==> config.mk <==
export PLATFORM = sky130hd
export DESIGN_NAME = muldiv_seq
export DESIGN_NICKNAME = d
export VERILOG_FILES = /design/src/rtl/muldiv_pkg.sv /design/src/rtl/muldiv_step.sv /design/src/rtl/muldiv_seq.sv
export SDC_FILE = /design/constraint.sdc
export NUM_CORES = 1
export LEC_CHECK = 0
export CAP_MARGIN = 20
export CORE_MARGIN = 4
export CORE_UTILIZATION = 55
export CTS_CLUSTER_SIZE = 25
export DETAILED_ROUTE_END_ITERATION = 6
export PLACE_DENSITY = 0.83
export RECOVER_POWER = 50
export SKIP_LAST_GASP = 1
export SYNTH_ARGS = -nofsm -noshare
export SYNTH_HDL_FRONTEND = slang
export SYNTH_SLANG_ARGS = --single-unit
==> constraint.sdc <==
create_clock -name CLK -period 11.8 [get_ports CLK]
set_clock_uncertainty 0.2 [all_clocks]
set_input_delay 1.18 -clock CLK [delete_from_list [all_inputs] [get_ports CLK]]
set_output_delay 1.18 -clock CLK [all_outputs]
set_load 0.02 [all_outputs]
==> src/rtl/muldiv_pkg.sv <==
// Shared definitions for the iterative multiply/divide sequencer:
// operation codes as presented on OpE, the sequencer state encoding and
// the iteration count of the shift-add / restoring-divide loop.
package muldiv_pkg;

  localparam int MD_ITERS = 32;

  typedef enum logic [1:0] {
    MD_MULT  = 2'b00,
    MD_MULTU = 2'b01,
    MD_DIV   = 2'b10,
    MD_DIVU  = 2'b11
  } md_op_e;

  typedef enum logic [1:0] {
    IDLE = 2'b00,
    CALC = 2'b01,
    FIX  = 2'b10,
    DONE = 2'b11
  } md_state_e;

endpackage

==> src/rtl/muldiv_step.sv <==
// One combinational iteration of the multiply/divide loop.
//   is_div_i : 0 = shift-add multiply step, 1 = restoring divide step
//   acc_i    : upper half (product high / partial remainder)
//   lo_i     : lower half (multiplier being consumed / quotient being built)
//   mcand_i  : multiplicand or divisor magnitude
//   acc_o, lo_o : the pair after this iteration
module muldiv_step #(
  parameter int DATA_W = 32
) (
  input  logic              is_div_i,
  input  logic [DATA_W-1:0] acc_i,
  input  logic [DATA_W-1:0] lo_i,
  input  logic [DATA_W-1:0] mcand_i,
  output logic [DATA_W-1:0] acc_o,
  output logic [DATA_W-1:0] lo_o
);

  logic [DATA_W:0]   sum;
  logic [DATA_W:0]   psum;
  logic [DATA_W:0]   rsh;
  logic [DATA_W-1:0] diff;
  logic              ge;

  always_comb begin
    // Multiply: the carry out of the add shifts into the top of acc.
    sum  = {1'b0, acc_i} + {1'b0, mcand_i};
    psum = lo_i[0] ? sum : {1'b0, acc_i};
    // Divide: remainder is kept below the divisor, so the shifted value
    // needs one extra bit but the difference always fits in DATA_W.
    rsh  = {acc_i, lo_i[DATA_W-1]};
    ge   = (rsh >= {1'b0, mcand_i});
    diff = rsh[DATA_W-1:0] - mcand_i;

    if (is_div_i) begin
      acc_o = ge ? diff : rsh[DATA_W-1:0];
      lo_o  = {lo_i[DATA_W-2:0], ge};
    end else begin
      acc_o = psum[DATA_W:1];
      lo_o  = {psum[0], lo_i[DATA_W-1:1]};
    end
  end

endmodule

==> src/rtl/muldiv_seq.sv <==
// Iterative MULT/MULTU/DIV/DIVU sequencer for the Execute stage.
//   CLK, RESET          : clock, asynchronous active-high reset
//   StartE, OpE         : mult/div instruction present in E and its opcode
//   SrcAE, SrcBE        : rs / rt operands
//   KillE               : flush of the E-stage instruction
//   StallMD             : hold PC, F/D and D/E while computing
//   WriteLoHiE          : Lo/Hi write enable carried down the pipe
//   loHi_dataE          : {Hi, Lo} result, zero outside the DONE cycle
//   DivZeroE            : divide-by-zero flag, qualified by WriteLoHiE
//   BusyMD              : sequencer not idle
// Signed operations run on magnitudes; the sign is restored in FIX.
module muldiv_seq
  import muldiv_pkg::*;
#(
  parameter int DATA_W = MD_ITERS
) (
  input  logic                CLK,
  input  logic                RESET,
  input  logic                StartE,
  input  logic [1:0]          OpE,
  input  logic [DATA_W-1:0]   SrcAE,
  input  logic [DATA_W-1:0]   SrcBE,
  input  logic                KillE,
  output logic                StallMD,
  output logic                WriteLoHiE,
  output logic [2*DATA_W-1:0] loHi_dataE,
  output logic                DivZeroE,
  output logic                BusyMD
);

  localparam int CW = $clog2(DATA_W);

  md_state_e           state_q, state_d;
  md_op_e              op_q, op_d;
  logic [CW-1:0]       cnt_q, cnt_d;
  logic                sa_q, sa_d, sb_q, sb_d, dz_q, dz_d;
  logic [DATA_W-1:0]   acc_q, acc_d, lo_q, lo_d, mcand_q, mcand_d;
  logic [2*DATA_W-1:0] res_q, res_d;
  logic [DATA_W-1:0]   step_acc, step_lo;
  logic                is_div, start, sgn;

  function automatic logic [DATA_W-1:0] neg_w(input logic [DATA_W-1:0] x);
    return (~x) + DATA_W'(1);
  endfunction

  function automatic logic [2*DATA_W-1:0] neg_2w(input logic [2*DATA_W-1:0] x);
    return (~x) + (2*DATA_W)'(1);
  endfunction

  assign is_div = (op_q == MD_DIV) || (op_q == MD_DIVU);
  assign start  = ~RESET && (state_q == IDLE) && StartE && ~KillE;
  assign sgn    = ~OpE[0];

  muldiv_step #(.DATA_W(DATA_W)) u_step (
    .is_div_i (is_div),
    .acc_i    (acc_q),
    .lo_i     (lo_q),
    .mcand_i  (mcand_q),
    .acc_o    (step_acc),
    .lo_o     (step_lo)
  );

  always_comb begin
    state_d = state_q;
    op_d    = op_q;
    cnt_d   = cnt_q;
    sa_d    = sa_q;
    sb_d    = sb_q;
    dz_d    = dz_q;
    acc_d   = acc_q;
    lo_d    = lo_q;
    mcand_d = mcand_q;
    res_d   = res_q;
    case (state_q)
      IDLE: begin
        if (start) begin
          // Multiply and divide load identically: acc=0, lo=|A|, mcand=|B|.
          op_d    = md_op_e'(OpE);
          sa_d    = sgn & SrcAE[DATA_W-1];
          sb_d    = sgn & SrcBE[DATA_W-1];
          dz_d    = OpE[1] & (SrcBE == '0);
          acc_d   = '0;
          lo_d    = (sgn & SrcAE[DATA_W-1]) ? neg_w(SrcAE) : SrcAE;
          mcand_d = (sgn & SrcBE[DATA_W-1]) ? neg_w(SrcBE) : SrcBE;
          cnt_d   = '0;
          state_d = CALC;
        end
      end
      CALC: begin
        if (KillE) begin
          state_d = IDLE;
        end else begin
          acc_d = step_acc;
          lo_d  = step_lo;
          cnt_d = cnt_q + CW'(1);
          if (cnt_q == CW'(DATA_W - 1)) state_d = FIX;
        end
      end
      FIX: begin
        if (KillE) begin
          state_d = IDLE;
        end else begin
          // With a zero divisor the loop leaves quotient all-ones and the
          // remainder equal to |A|; skipping only the quotient negation
          // makes Hi the raw dividend.
          if (is_div)
            res_d = {(sa_q ? neg_w(acc_q) : acc_q),
                     ((sa_q ^ sb_q) & ~dz_q) ? neg_w(lo_q) : lo_q};
          else
            res_d = (sa_q ^ sb_q) ? neg_2w({acc_q, lo_q}) : {acc_q, lo_q};
          state_d = DONE;
        end
      end
      DONE: begin
        state_d = IDLE;
      end
      default: state_d = IDLE;
    endcase
  end

  always_ff @(posedge CLK or posedge RESET) begin
    if (RESET) begin
      state_q <= IDLE;
      op_q    <= MD_MULT;
      cnt_q   <= '0;
      sa_q    <= 1'b0;
      sb_q    <= 1'b0;
      dz_q    <= 1'b0;
      acc_q   <= '0;
      lo_q    <= '0;
      mcand_q <= '0;
      res_q   <= '0;
    end else begin
      state_q <= state_d;
      op_q    <= op_d;
      cnt_q   <= cnt_d;
      sa_q    <= sa_d;
      sb_q    <= sb_d;
      dz_q    <= dz_d;
      acc_q   <= acc_d;
      lo_q    <= lo_d;
      mcand_q <= mcand_d;
      res_q   <= res_d;
    end
  end

  assign BusyMD     = (state_q != IDLE);
  assign StallMD    = start || (state_q == CALC) || (state_q == FIX);
  assign WriteLoHiE = (state_q == DONE) && ~KillE;
  assign loHi_dataE = (state_q == DONE) ? res_q : '0;
  assign DivZeroE   = WriteLoHiE & dz_q;

endmodule

==> reports/metrics.yaml <==
drt:
  ant_nets: 0
  routed_wl_um: 43600
  num_vias: 14100
  drc: 0
  wl_per_cell_um: 19.4
  dr.first_iter.drc_count: 1625
  vias_per_cell: 6.25
  drt_pre_antenna_iters: 5
placement:
  routabilityCongestion: 1.01
  placed_cells: 2218
  dp_hpwl_um: 32300
  io_buffers: 137
yosys:
  synth_edf_count: 0
  synth_top_family_by_area: "compound AO/OA/AOI/OAI gates"
  avgSynthCellArea_sq_um: 7.75
  synth_fa_ha_area_share_pct: 6.39
  synth_xor_xnor_area_share_pct: 10.5
  ys_ff_latch: 171
  synth-compound-area-share_pct: 23.8
  synth-main-ff-cell: "dfrtp_1"
  yosys.area_share.simple_pct: 20.8
  syn_area_sq_um: 14300
  ys_seq_area_share_pct: 29.9
  synthArstFlopShare_pct: 100
  synth_nets: 1992
  synth.distinct_cells: 72
  synth.area.mux_share_pct: 3.70
  synth_cells: 1850
  yosys_warnings: 0
grt:
  grt-ovfl-total: 0
  track_usage_pct: 29.5
  grt_start_max_net_pins: 126
  grt_pass1_wl_um: 68800
  antenna_found_initial: 1
  first_global_vias: 12800
power_and_ir_drop:
  power.density_nw_per_um2: 271
  cellLeakagePower_uw: 0.00725
  peakVddDrop_mv: 0.129
clock_network:
  path_clk_slew_ps: 90
  hold_buffers: 0
  cts_buffers: 17
  postCtsSetupBuffers: 0
  htreeDepth: 4
  cts_max_path_buffers: 2
  clk_latency_ps: 450
  ctsResizeCount: 0
  clkSinkCount: 171
  cts_tree: "yes"
  cts_root_buf: "clkbuf_16"
sta:
  rsz0062_at_grt: "false"
  hold_viol: 0
  drv_slew: 448
  period_needed_ps: 7090
  timing.final.crit_share_pct: 60.1
  hold_ws_ps: 283
  final.setup.tns_ps: 0
  setup_violations: 0
  fmax_mhz: 141
  tightest_slew_ps: 4590
  relSlewSlack_pct: -207
die:
  rows: 58
  die_w_um: 169
  core_sq_um: 25400
  start_util_pct: 56.4
  die-area_sq_um: 28700
  die_h_um: 169
  pin_count: 138
outcome:
  violations: "max-capacitance violations, max-slew violations"
  status: "finished, violations left"
finish:
  stdcell_count: 2253
  diodes: 0
  num-fill-cells: 2220
  layout.nets: 2052
  area_delta_synth_final_pct: 14.8
  layout-drive-gt1-share_pct: 3.48
  layout_common_cells: "271 x nand2_1, 181 x o21ai_0, 170 x dfrtp_1"
  final_common_cell: "nand2_1"
setup_path:
  path_class: "flop to flop"
  worst-path-buf-inv: 2
  cp-end-kind: "flop"
  slowest_delay_ps: 2180
  cp_cell_sequence: "clkbuf_1 -> nor2_1 -> nand3_1 -> clkbuf_1 -> nand2_1 -> nor2_1 -> nor4_1 -> a311o_1 -> a21oi_1"
  start_kind: "flop"
  crit_slowest_cell: "clkbuf_1"
  critPathMaxFanout: 79
  path_delay_family: "buffers and inverters"
  crit_arrival_ps: 7250
  cp.required_ps: 11960
run:
  cap_violations: 6
min_path:
  hold_path_class: "flop to flop"
-- cell usage after synthesis, types with 44 or more instances --
master,count,area (sq um)
a21oi_1,130,651
and3_1,80,500
clkbuf_1,100,375
dfrtp_1,171,4280
ha_1,70,876
inv_1,68,255
mux2i_1,44,440
nand2_1,271,1020
nor2_1,109,409
o21ai_0,181,906
o21ai_1,58,290
xnor2_1,108,946
xor2_1,64,561
-- metal layers --
metal  vias up  wire, um  track usage [%]
met2       683     18800             44.8
met3        66      4270             5.47
met5         -        32                0
li1       6720         -                -
met4         2       845             7.77
met1      6602     19700             43.4
-- where the power goes --
group / internal [uW] / switching [uW] / leakage [uW]
logic: 1110 / 1650 / 0.00481
registers: 753 / 344 / 0.00214
clock network: 299 / 310 / 0.000308
total: 2160 / 2300 / 0.00725
-- worst reg2reg max path, delay by kind of cell (launching register included) --
kind | cells | cell delay, ps
buf+inv | 2 | 3490
simple gates | 5 | 2400
compound gates | 2 | 550
flops | 1 | 370
-- area by class of cell --
| cell class | instances | area (sq um) | share of cell area (%) |
|---|---|---|---|
| clock buffers | 17 | 425 | 2.58 |
| clock inverters | 15 | 221 | 1.35 |
| well taps | 330 | 413 | 2.51 |
| flip-flops and latches | 171 | 4280 | 26.0 |
| inverters | 70 | 264 | 1.60 |
| multi-input cells | 1496 | 9370 | 56.9 |
| repair buffers | 154 | 1490 | 9.05 |
-- path summary, 6_finish.rpt --
check                      startpoint          to  slack (ps)  cells after the start
min reg2reg                 res_q[14]   res_q[14]         280                      2
max                        state_q[0]   acc_q[26]        4710                      9
min                         res_q[14]   res_q[14]         280                      2
min in group asynchronous       RESET  state_q[1]        2460                      2
max in group asynchronous       RESET     op_q[1]        6560                      3
max reg2reg                state_q[0]   acc_q[26]        4710                      9
-- metrics by stage --
step	utilization (%)	area [sq um]	total power [uW]	setup slack, ps
after floorplan	-	14300	3040	5790
after global placement	62.2	15800	3680	7510
after detailed placement	62.2	15800	3740	7470
after CTS	64.8	16500	4360	7490
after global routing	64.8	16500	4780	3920
final	64.8	16500	4460	4710
-- flip-flops by register name, summed over array words and instances (netlist names) --
signal   flops
op_q         1
sb_q         1
res_q       64
sa_q         1
acc_q       32
dz_q         1
mcand_q     32
state_q      2
lo_q        32
cnt_q        5
-- kinds of logic after synthesis --
logic type / Yosys count
AND/OR/NAND/NOR: 629
AO/OA/AOI/OAI: 571
adder cells (fa/ha/maj): 72
flip-flops: 171
XOR/XNOR: 172
buffers and inverters: 183
multiplexers: 52
No activity file was read; power rests on OpenSTA's default activity.
